`src/rtl/axis_instr_packer.sv`:
```
// axis_instr_packer: serializes opcode/payload commands into MSB-first byte-wide AXI-stream instruction words
// Ports: clk/rst (sync, active-high); cmd_* command handshake (RUN counts split into MAX_RUN chunks);
//        m_axis_* byte stream with tlast on the final byte of each word; busy high outside IDLE.
module axis_instr_packer #(
  parameter int OPC_WIDTH = 2,
  parameter int PLD_WIDTH = 14,
  parameter logic [OPC_WIDTH-1:0] RUN_OPC = 2'b01,
  parameter int CNT_WIDTH = 32
) (
  input  logic                 clk,
  input  logic                 rst,
  input  logic                 cmd_valid,
  output logic                 cmd_ready,
  input  logic [OPC_WIDTH-1:0] cmd_opc,
  input  logic [PLD_WIDTH-1:0] cmd_pld,
  input  logic [CNT_WIDTH-1:0] cmd_run_cnt,
  output logic [7:0]           m_axis_tdata,
  output logic                 m_axis_tvalid,
  input  logic                 m_axis_tready,
  output logic                 m_axis_tlast,
  output logic                 busy
);
  localparam int W = OPC_WIDTH + PLD_WIDTH;
  localparam int NB = (W + 7) / 8;
  localparam int PAD = 8 * NB - W;
  localparam int SW = 8 * NB;
  localparam int IW = NB > 1 ? $clog2(NB) : 1;
  localparam logic [CNT_WIDTH-1:0] MAX_RUN = CNT_WIDTH'({PLD_WIDTH{1'b1}});
  typedef enum logic {IDLE, SEND} state_t;
  state_t               state_q, state_d;
  logic [SW-1:0]        sh_q, sh_d;
  logic [IW-1:0]        idx_q, idx_d;
  logic [CNT_WIDTH-1:0] rem_q, rem_d;
  logic [CNT_WIDTH-1:0] cnt_src, chunk;
  logic [SW-1:0]        run_word;
  logic                 hs_cmd, hs_out, last;
  // The same min() feeds both the first chunk (from the command) and every reload (from rem).
  assign cnt_src  = state_q == IDLE ? cmd_run_cnt : rem_q;
  assign chunk    = cnt_src > MAX_RUN ? MAX_RUN : cnt_src;
  assign run_word = SW'({RUN_OPC, chunk[PLD_WIDTH-1:0]}) << PAD;
  assign hs_cmd   = cmd_valid && cmd_ready;
  assign hs_out   = m_axis_tvalid && m_axis_tready;
  assign last     = idx_q == IW'(NB - 1);
  always_ff @(posedge clk) begin
    if (rst) begin
      state_q <= IDLE;
      sh_q    <= '0;
      idx_q   <= '0;
      rem_q   <= '0;
    end else begin
      state_q <= state_d;
      sh_q    <= sh_d;
      idx_q   <= idx_d;
      rem_q   <= rem_d;
    end
  end
  always_comb begin
    state_d = state_q;
    sh_d    = sh_q;
    idx_d   = idx_q;
    rem_d   = rem_q;
    if (state_q == IDLE && hs_cmd) begin
      if (cmd_opc != RUN_OPC) begin
        sh_d    = SW'({cmd_opc, cmd_pld}) << PAD;
        idx_d   = '0;
        state_d = SEND;
      end else if (cmd_run_cnt != '0) begin
        sh_d    = run_word;
        rem_d   = cmd_run_cnt - chunk;
        idx_d   = '0;
        state_d = SEND;
      end
    end else if (state_q == SEND && hs_out) begin
      if (!last) begin
        sh_d  = sh_q << 8;
        idx_d = idx_q + IW'(1);
      end else if (rem_q != '0) begin
        sh_d  = run_word;
        rem_d = rem_q - chunk;
        idx_d = '0;
      end else begin
        state_d = IDLE;
      end
    end
  end
  always_comb begin
    cmd_ready     = state_q == IDLE && !rst;
    m_axis_tvalid = state_q == SEND;
    m_axis_tdata  = sh_q[SW-1 -: 8];
    m_axis_tlast  = state_q == SEND && last;
    busy          = state_q != IDLE;
  end
endmodule

```
`config.mk`:
```
export PLATFORM = sky130hd
export DESIGN_NAME = axis_instr_packer
export DESIGN_NICKNAME = d
export VERILOG_FILES = /design/src/rtl/axis_instr_packer.sv
export SDC_FILE = /design/constraint.sdc
export NUM_CORES = 1
export LEC_CHECK = 0
export ABC_AREA = 1
export BUFFER_PORTS_ARGS = -buffer_cell sky130_fd_sc_hd__buf_2
export CAP_MARGIN = 20
export CORE_UTILIZATION = 45
export CTS_BUF_LIST = sky130_fd_sc_hd__clkbuf_4
export DETAILED_ROUTE_END_ITERATION = 8
export GPL_TIMING_DRIVEN = 0
export PLACE_DENSITY = 0.63
export SYNTH_ARGS = -nofsm -noshare
export SYNTH_HDL_FRONTEND = slang
export SYNTH_SLANG_ARGS = --single-unit
```
`constraint.sdc`:
```
create_clock -name clk -period 5.45 [get_ports clk]
set_input_delay 0.8175 -clock clk [delete_from_list [all_inputs] [get_ports clk]]
set_output_delay 0.8175 -clock clk [all_outputs]
set_load 0.005 [all_outputs]
```
==> results.cfg, run 1 <==
[flow_run]
cap_violations = 0

[timing]
final-setup-viol-count = 0
worst_clock_skew_ps = 26.5
final.min_clock_period_ps = 4310
grt_setup_unrepaired = false
maxClockFrequency_ghz = 0.232
final_period_utilization = 0.791
finalMaxSlewViolations = 0
hold_viol_final = 0
timing.slew.headroom = 0.531
setup_tns_after_final_layout_ps = 0
worst-slew-pin-transition_ps = 701

[finish]
register_area_mm2 = 0.00100
nets = 1172
fillers = 1470
finalInstanceArea_mm2 = 0.00647
areaGrowthSynthToFinish_pct = 11.2
total_area_of_multi_input_combinational_cells_mm2 = 0.00401
layout.core_utilization = 0.513
instances_no_fill = 1271
drive_above_1_share = 0.138

[die]
floorplan.rows = 41
ioPinCount = 64
die_area_mm2 = 0.0134
core_region_mm2 = 0.0126
start_util = 0.461
fp.dieW_um = 116
die_height_um = 116

[clocking]
cts_max_level = 2
clock_latency_ps = 400
cts_sinks = 50
cts_root_buffer = clkbuf_4
cts_repair_resize_count = 0
cts_hold_buf = 0
ctsLongestPathBuffers = 2
cts_made_buffers = 5
clkSlewWorstSetupHoldPaths_ps = 140
postCtsSetupBuffers = 0
cts_tree = done

[detailed_routing]
drt.antenna.violating_nets = 0
routedWlPerCell_um = 15.3
viasPerCell = 5.29
wl_um = 19400
iteration_count_of_the_initial_detailed_routing_pass = 5
vias = 6718
drt_iter0_drc = 557
drc_errors = 0

[synth]
synth_sequential_area_ratio = 0.172
synth.ff_latch_count = 50
share_of_synthesized_area_spent_on_multiplexers = 0.0172
synth_top_family_by_area = simple AND/OR/NAND/NOR gates
netlist_area_mm2 = 0.00582
synth_xor_xnor_area_share = 0.0166
synth_compound_area_frac = 0.188
synth_adder_area_share = 0.0473
ys.warnings.count = 0
synth_edf_count = 0
synth_async_sr_flop_share = 0
syn-mean-instance-area_um2 = 5.76
number_of_unique_standard_cell_types_used_by_synthesis = 48
cells_after_synthesis = 1010
synthSimpleGateAreaFrac = 0.407
synth_flop_cell = dfxtp_1

[power]
vdd_ir_drop_max_mv = 0.0978
powerDensity_mw_per_mm2 = 176
power_switching_share = 0.438
clkPwrFrac = 0.160
power_leakage_nw = 3.58
combPwrFrac = 0.463
p_seq_frac = 0.376
cellInternalPower_w = 0.000641
switchingPower_w = 0.000500

[grt]
grt_start_max_net_pins = 15
first_global_vias = 5911
globalRoute.totalOverflow = 0
number_of_antenna_violations_at_the_first_check_in_global_routing = 0
gr-usage-all-layers = 0.299
grt_first_pass_wirelength_um = 30200

[worst_setup_path]
cp-end-kind = flip-flop
cp_max_fo = 10
worstPathArrival_ps = 4590
worst-setup-path-type = reg2reg
worstSetupStartpointType = flip-flop
critical_path_required_time_ps = 5730

[run_status]
status = complete, no violations

[worst_hold_path]
hold_class = reg2reg

[place]
routabilityCongestion = 0.899
numPlacedInstances = 1263
detailed_place.area_mm2 = 0.00641
post_dp_hpwl_um = 16200
placement.io_buffers = 63
cell usage after synthesis (9+ instances only):
master,number,share of area
mux2i_1,10,0.017
dfxtp_1,50,0.17
nand4_2,9,0.019
nand4_1,19,0.020
inv_1,150,0.097
inv_2,9,0.0058
o21a_1,10,0.013
nand2_2,15,0.016
nand2_1,285,0.18
nand3_1,46,0.040
o21ai_0,69,0.059
nor2_1,95,0.061
nor3_1,10,0.0086
nor4_1,16,0.017
clkbuf_1,15,0.0097
a21oi_1,66,0.057
o21ai_1,23,0.020
ha_1,22,0.047
buf_4,13,0.017
final timing paths:
path / cells past startpoint / to / from / slack (ps)
max: 21 / rem_q[31] / busy / 1140
min: 2 / sh_q[14] / sh_q[14] / 480
max reg2reg: 21 / rem_q[31] / busy / 1140
min reg2reg: 2 / sh_q[14] / sh_q[14] / 480
critical path, stage by stage (launching register included):
cell and delay, ps:
dfxtp_1 390, buf_6 140, buf_6 150, nor2_4 50, nand2_1 120, buf_4 210, buf_2 270, buf_1 450
clkbuf_1 360, nand2_1 80, o21ai_0 130, ha_1 340, a21oi_1 260, inv_1 60, a21oi_1 160, inv_1 60
a21oi_1 270, nor2_1 80, nor3_1 320, a21oi_1 130, nor2_1 130, nor2_1 50
cell families after synthesis:
kind of cell    count (synthesis)
compound gates                197
buf+inv                       203
flops                          50
mux                            10
other cells                     1
xor+xnor                       11
fa+ha+maj                      22
simple gates                  516
metrics by stage:
stage                     worst slack, ps  hold WS, ps  power (W)
after global placement                882          464   0.000956
after detailed placement              897          467   0.000957
after global routing                  811          543    0.00123
after CTS                            1190          487    0.00114
final                                1140          484    0.00114
after floorplan                      2040          444   0.000809
layout make-up:
cell class,instances,share of cell area
well taps,172,0.0333
flip-flops and latches,50,0.155
inverters,161,0.0938
repair buffers,63,0.0487
multi-input cells,775,0.619
clock inverters,1,0.00116
plain buffers,42,0.0416
diodes,1,0.000387
clock buffers,6,0.00696
placed cells by master, fill, tap and decap left out, types with 2 or more instances in the layout:
cell	count
ha_1	22
xnor2_1	3
o21bai_1	2
mux2i_1	10
a21boi_0	3
dfxtp_1	50
conb_1	19
nand2_2	15
o21ai_0	69
a22oi_1	8
nor3_1	10
a41oi_1	6
xor2_1	8
nand2_4	3
nor2_2	3
nand3_1	46
nor2_1	95
a21oi_1	66
buf_2	68
buf_1	2
nor2_8	2
o21ai_1	23
clkbuf_4	6
nand2_1	285
buf_6	6
o21a_1	10
inv_2	9
buf_4	13
nand4_2	9
nand3_2	8
inv_1	150
clkbuf_1	15
nand4_1	19
nor4_1	16
nor2_4	4
state kept, by name, indices dropped and copies added (netlist names):
name and count:
rem_q 32, sh_q 16, busy 1, idx_q 1
power by group through the flow:
stage / registers [W] / clock network [W] / logic (W)
after CTS: 0.000429 / 0.000185 / 0.000523
after detailed placement: 0.000437 / 0 / 0.000521
after global placement: 0.000437 / 0 / 0.000519
final: 0.000429 / 0.000183 / 0.000529
after floorplan: 0.000428 / 0 / 0.000382
after global routing: 0.000434 / 0.000195 / 0.000597
per-layer routing:
| layer | share of wire | vias to the layer above | GRT usage | routed length, um |
|---|---|---|---|---|
| li1 | - | 3439 | - | - |
| met1 | 0.48 | 3002 | 0.437 | 9380 |
| met2 | 0.42 | 246 | 0.464 | 8110 |
| met3 | 0.075 | 31 | 0.0282 | 1460 |
| met4 | 0.024 | 0 | 0.0880 | 473 |
| met5 | 0 | - | 0 | 0 |
No activity file was read; power rests on OpenSTA's default activity.
==> run 2, diff against run 1 <==
Clock period 5.45 ns to 4.03 ns, I/O delays scaled along.
==> run 2 against run 1 <==
  * Core utilization fell by 0.060 points
  * Clock power rose by 35%
  * Maximum frequency rose by 15%
  * Sequential share of layout area barely moved
  * Non-clock buffer count fell by 2
  * First-iteration DRC count fell by 11%
  * Flip-flop and latch count did not move
  * Combinational power rose by 35%
  * Largest power group unchanged
  * Final cell count fell by 0.16%
==> results.cfg, run 2 (synthesis gave the netlist of run 1 again) <==
[run_status]
status = complete, no violations

[worst_hold_path]
hold_class = reg2reg
worstHoldPathCells = 2
worst_hold_startpoint = sh_q[14]
min_to = sh_q[14]

[worst_setup_path]
worst_r2r_startpoint = busy
timing.critical_path.max_delay_family = simple AND/OR/NAND/NOR gates
critical_path_top_delay_cell = dfxtp_1
cp-end-kind = flip-flop
worst-setup-path-type = reg2reg
critical-path-max-stage-delay_ps = 390
timing.critical_path.depth = 24
cp.buffers_inverters = 5
critical-path-top-cell-by-count = nand2_1
ordered_cell_list_for_the_critical_path = buf_6 > buf_4 > o21ai_1 > nor2_1 > nand2_2 > nor2_8 > buf_4 > o2111ai_1 > ha_1 > inv_1 > ha_1 > inv_1 > nand2_1 > nand3_1 > nand2_2 > nand2_1 > nand2_2 > nand2_1 > nand2_1 > nand2_1 > nand3_1 > nand2_1 > nor2_1 > nor2_1
worst-r2r-setup-slack_ps = 280
critical_path_required_time_ps = 4320
cp_max_fo = 10
worstSetupStartpointType = flip-flop
worst-r2r-cell-count = 24
reg2reg_to = rem_q[28]
worstPathArrival_ps = 4040

[die]
die_height_um = 116
ioPinCount = 64
die_area_mm2 = 0.0134
fp.dieW_um = 116
floorplan.rows = 41
start_util = 0.461
core_region_mm2 = 0.0126

[finish]
largest_register_ffs = 32
areaGrowthSynthToFinish_pct = 11.1
top_register = rem_q
layout.cells.most_common = nand2_1
leading_cell_types_in_the_layout_fill_and_taps_excluded = nand2_1, inv_1, nor2_1
layout_top_registers = rem_q (32), sh_q (16)
nets = 1170
drive_above_1_share = 0.138

[timing]
final_period_utilization = 0.931
hold_viol_final = 0
maxClockFrequency_ghz = 0.266
worst-slew-pin-transition_ps = 685
timing.slew.headroom = 0.541
setup_tns_after_final_layout_ps = 0
worst_clock_skew_ps = 23.7
finalMaxSlewViolations = 0
final-setup-viol-count = 0
final.min_clock_period_ps = 3750
grt_setup_unrepaired = false

[clocking]
cts_made_buffers = 5
cts_root_buffer = clkbuf_4
postCtsSetupBuffers = 0
cts_sinks = 50
cts_tree = done
ctsLongestPathBuffers = 2
clkSlewWorstSetupHoldPaths_ps = 140
clock_latency_ps = 400
cts_max_level = 2

[detailed_routing]
drt_iter0_drc = 498
wl_um = 19300
routedWlPerCell_um = 15.2
vias = 6627
iteration_count_of_the_initial_detailed_routing_pass = 5
viasPerCell = 5.22
drc_errors = 0
drt.antenna.violating_nets = 0

[grt]
number_of_antenna_violations_at_the_first_check_in_global_routing = 0
gr_met2_demand_resource = 0.463
globalRoute.busiestLayer = met2
gr-usage-all-layers = 0.299
grt_util_met1 = 0.438
grt_start_max_net_pins = 20
first_global_vias = 5905
grt_first_pass_wirelength_um = 30200
global_route.usage.met3 = 0.0282
globalRoute.totalOverflow = 0

[power]
vdd_ir_drop_max_mv = 0.131
total_power_w = 0.00154
power_leakage_nw = 3.58
powerDensity_mw_per_mm2 = 238

[place]
post_dp_hpwl_um = 16200
placement.io_buffers = 63
routabilityCongestion = 0.899

[flow_run]
cap_violations = 0
==> run 2: cell count changes in the layout (fill, tap and decap cells not counted), sizes merged <==
cell	delta
buf	-2
==> run 2: stage by stage <==
stage | util | cells | setup slack, ps | hold WS, ps | instance area (um2)
after floorplan | - | 1028 | 808 | 444 | 5880
final | 0.512 | 1269 | 276 | 495 | 6460
after detailed placement | 0.508 | 1263 | -310 | 467 | 6410
after global placement | 0.508 | 1263 | -325 | 464 | 6410
after CTS | 0.512 | 1269 | 103 | 487 | 6460
after global routing | 0.512 | 1268 | 4.43 | 499 | 6460
==> run 2: metal layers <==
layer / share of wire / wire length (um)
met1: 0.49 / 9530
met2: 0.42 / 8050
met3: 0.065 / 1270
met4: 0.025 / 484
met5: 0 / 0
==> run 2: timing repair <==
action                                  in CTS  in global routing
endpoints found under the setup margin       1                 12
hold buffers                                 0                  0
gates resized for setup                      0                  2
==> run 2: worst max path at each step <==
stage / start / to / slack, ps
floorplan: busy / rem_q[31] / 810
detailed placement: rst / rem_q[31] / -310
CTS: busy / rem_q[31] / 100
global route: busy / rem_q[28] / 4
global placement: rst / rem_q[31] / -320
finish: busy / rem_q[28] / 280
==> run 2: area by class of cell <==
class	count	area, um2
timing repair buffer	63	315
clock inverter	1	7.51
buffer	40	262
tap	172	215
antenna	1	2.50
sequential	50	1000
multi-input combinational	775	4010
clock buffer	6	45.0
inverter	161	607
fill	1471	6160
==> run 2: where the power goes <==
group	switching, W	internal (W)
Combinational	0.000461	0.000252
Clock	0.000174	0.0000722
Sequential	0.0000387	0.000542
Total	0.000674	0.000866
==> run 2: worst reg2reg max path, delay by kind of cell, from the launching register on <==
| kind | cells | cell delay (ps) |
|---|---|---|
| and+or+nand+nor | 15 | 1730 |
| AOI/OAI and AO/OA | 2 | 270 |
| DFF | 1 | 390 |
| buffers and inverters | 5 | 850 |
| adders and majority gates | 2 | 420 |
==> run 3, diff against run 2 <==
Settings changed: CORE_MARGIN set to 10, CTS_BUF_LIST sky130_fd_sc_hd__clkbuf_4 to sky130_fd_sc_hd__clkbuf_8 sky130_fd_sc_hd__clkbuf_16.
==> run 3 against run 2 <==
  * Via count up 0.27%
  * Register-to-register slack better by 90 ps
  * Non-clock buffer count unchanged
  * Critical path depth unchanged
  * Combinational power up 1%
  * Sequential share of layout area down 0.20 points
  * Die area up 34%
  * Maximum frequency up 2.4%
  * Worst hold slack worse by 19 ps
  * Largest cell class unchanged
==> results.cfg, run 3 (synthesis gave the netlist of run 1 again) <==
[power]
combPwrFrac = 0.418
p_seq_frac = 0.337
switchingPower_w = 0.000704
powerDensity_mw_per_mm2 = 263
cellInternalPower_w = 0.00102
power_switching_share = 0.408
power_leakage_nw = 3.62
vdd_ir_drop_max_mv = 0.176
clkPwrFrac = 0.245
total_power_w = 0.00172

[clocking]
clock_latency_ps = 300
cts_hold_buf = 0
cts_root_buffer = clkbuf_16
clkSlewWorstSetupHoldPaths_ps = 70
cts_max_level = 2
cts_sinks = 50
cts_made_buffers = 5
cts_tree = done
ctsLongestPathBuffers = 2

[finish]
leading_cell_types_in_the_layout_fill_and_taps_excluded = nand2_1, inv_1, nor2_1
areaGrowthSynthToFinish_pct = 12.5
nets = 1170
drive_above_1_share = 0.139
num_antenna_cells = 0
layout_top_registers = rem_q (32), sh_q (16)
layout.core_utilization = 0.519
largest_register_ffs = 32
layout.cells.most_common = nand2_1
top_register = rem_q

[die]
die_height_um = 134
die_area_mm2 = 0.0179
start_util = 0.461
core_region_mm2 = 0.0126
ioPinCount = 64
floorplan.rows = 41
fp.dieW_um = 134

[detailed_routing]
vias = 6645
drc_errors = 0
drt.antenna.violating_nets = 0
routedWlPerCell_um = 16.1
drt_iter0_drc = 556
wl_um = 20400
iteration_count_of_the_initial_detailed_routing_pass = 5
viasPerCell = 5.24

[timing]
maxClockFrequency_ghz = 0.273
hold_viol_final = 0
final.min_clock_period_ps = 3660
finalMaxSlewViolations = 0
grt_setup_unrepaired = false
final_layout_worst_hold_slack_ps = 475
worst_clock_skew_ps = 11.6
final-setup-viol-count = 0
timing.slew.headroom = 0.512
final_period_utilization = 0.909
setup_slack_ps = 366
worst-slew-pin-transition_ps = 730

[worst_setup_path]
worstSetupStartpointType = flip-flop
worst-r2r-cell-count = 24
worstPathArrival_ps = 3860
worst_r2r_startpoint = busy
ordered_cell_list_for_the_critical_path = buf_6 > buf_4 > o21ai_1 > nor2_1 > nand2_2 > nor2_8 > buf_4 > o2111ai_1 > ha_1 > inv_2 > ha_1 > inv_1 > nand2_1 > nand3_1 > nand2_2 > nand2_1 > nand2_2 > nand2_1 > nand2_1 > nand2_1 > nand3_1 > nand2_1 > nor2_1 > nor2_1
critical-path-top-cell-by-count = nand2_1
worst-r2r-setup-slack_ps = 370
critical-path-max-stage-delay_ps = 360
cp.buffers_inverters = 5
worst-setup-path-type = reg2reg
critical_path_required_time_ps = 4220
cp_max_fo = 10
cp-end-kind = flip-flop
timing.critical_path.max_delay_family = simple AND/OR/NAND/NOR gates
reg2reg_to = rem_q[28]
critical_path_top_delay_cell = dfxtp_1

[grt]
grt_start_max_net_pins = 20
global_route.usage.met3 = 0.0320
grt_first_pass_wirelength_um = 31900
globalRoute.totalOverflow = 0
grt_util_met1 = 0.313
globalRoute.busiestLayer = met2
first_global_vias = 6057
gr-usage-all-layers = 0.221
number_of_antenna_violations_at_the_first_check_in_global_routing = 0
gr_met2_demand_resource = 0.338

[place]
routabilityCongestion = 0.924
placement.io_buffers = 63
post_dp_hpwl_um = 16800
dp_worst_setup_slack_ps = -299

[flow_run]
cap_violations = 0

[worst_hold_path]
worst_hold_startpoint = sh_q[14]
hold_class = reg2reg
min_to = sh_q[14]
worstHoldPathCells = 2

[run_status]
status = complete, no violations
-- run 3: tightest hold or removal path: stages, from the launching register on --
cell and delay [ps]:
dfxtp_1 310, nand2_1 60, a21oi_1 60
-- run 3: per-layer routing --
| metal | part of all wire | vias to the layer above | wire length [um] |
|---|---|---|---|
| met5 | 0 | - | 0 |
| met4 | 0.021 | 0 | 421 |
| met3 | 0.067 | 25 | 1370 |
| met2 | 0.42 | 203 | 8570 |
| met1 | 0.49 | 2990 | 10000 |
| li1 | - | 3427 | - |
-- run 3: power groups by stage --
| stage | Combinational (W) | Sequential (W) | Clock (W) |
|---|---|---|---|
| after floorplan | 0.000516 | 0.000578 | 0 |
| after global placement | 0.000703 | 0.000590 | 0 |
| after detailed placement | 0.000706 | 0.000590 | 0 |
| after CTS | 0.000709 | 0.000579 | 0.000420 |
| after global routing | 0.000808 | 0.000586 | 0.000442 |
| final | 0.000721 | 0.000581 | 0.000422 |
-- run 3: area by class of cell --
type | count | area, um2
fill | 1398 | 6080
multi-input combinational | 775 | 4010
sequential | 50 | 1000
inverter | 161 | 607
timing repair buffer | 63 | 315
buffer | 40 | 263
tap | 172 | 215
clock buffer | 5 | 125
clock inverter | 2 | 11.3
-- run 3: metrics by stage --
step	std cells	cell area [um2]	setup TNS (ps)
finish	1268	6540	0
global route	1268	6540	0
CTS	1269	6550	0
detailed placement	1263	6410	-880
global placement	1263	6410	-949
floorplan	1028	5880	0
-- run 3: worst max path at each step --
stage                     start   endpoint  depth (start not counted)
after floorplan            busy  rem_q[31]                         21
final                      busy  rem_q[28]                         24
after detailed placement    rst  rem_q[31]                         20
after global routing       busy  rem_q[28]                         24
after CTS                  busy  rem_q[30]                         24
after global placement      rst  rem_q[31]                         20
-- run 3: timing repair --
action,in CTS,in global routing
buffers inserted,0,0
resized for setup,0,5
endpoints found under the setup margin,3,14
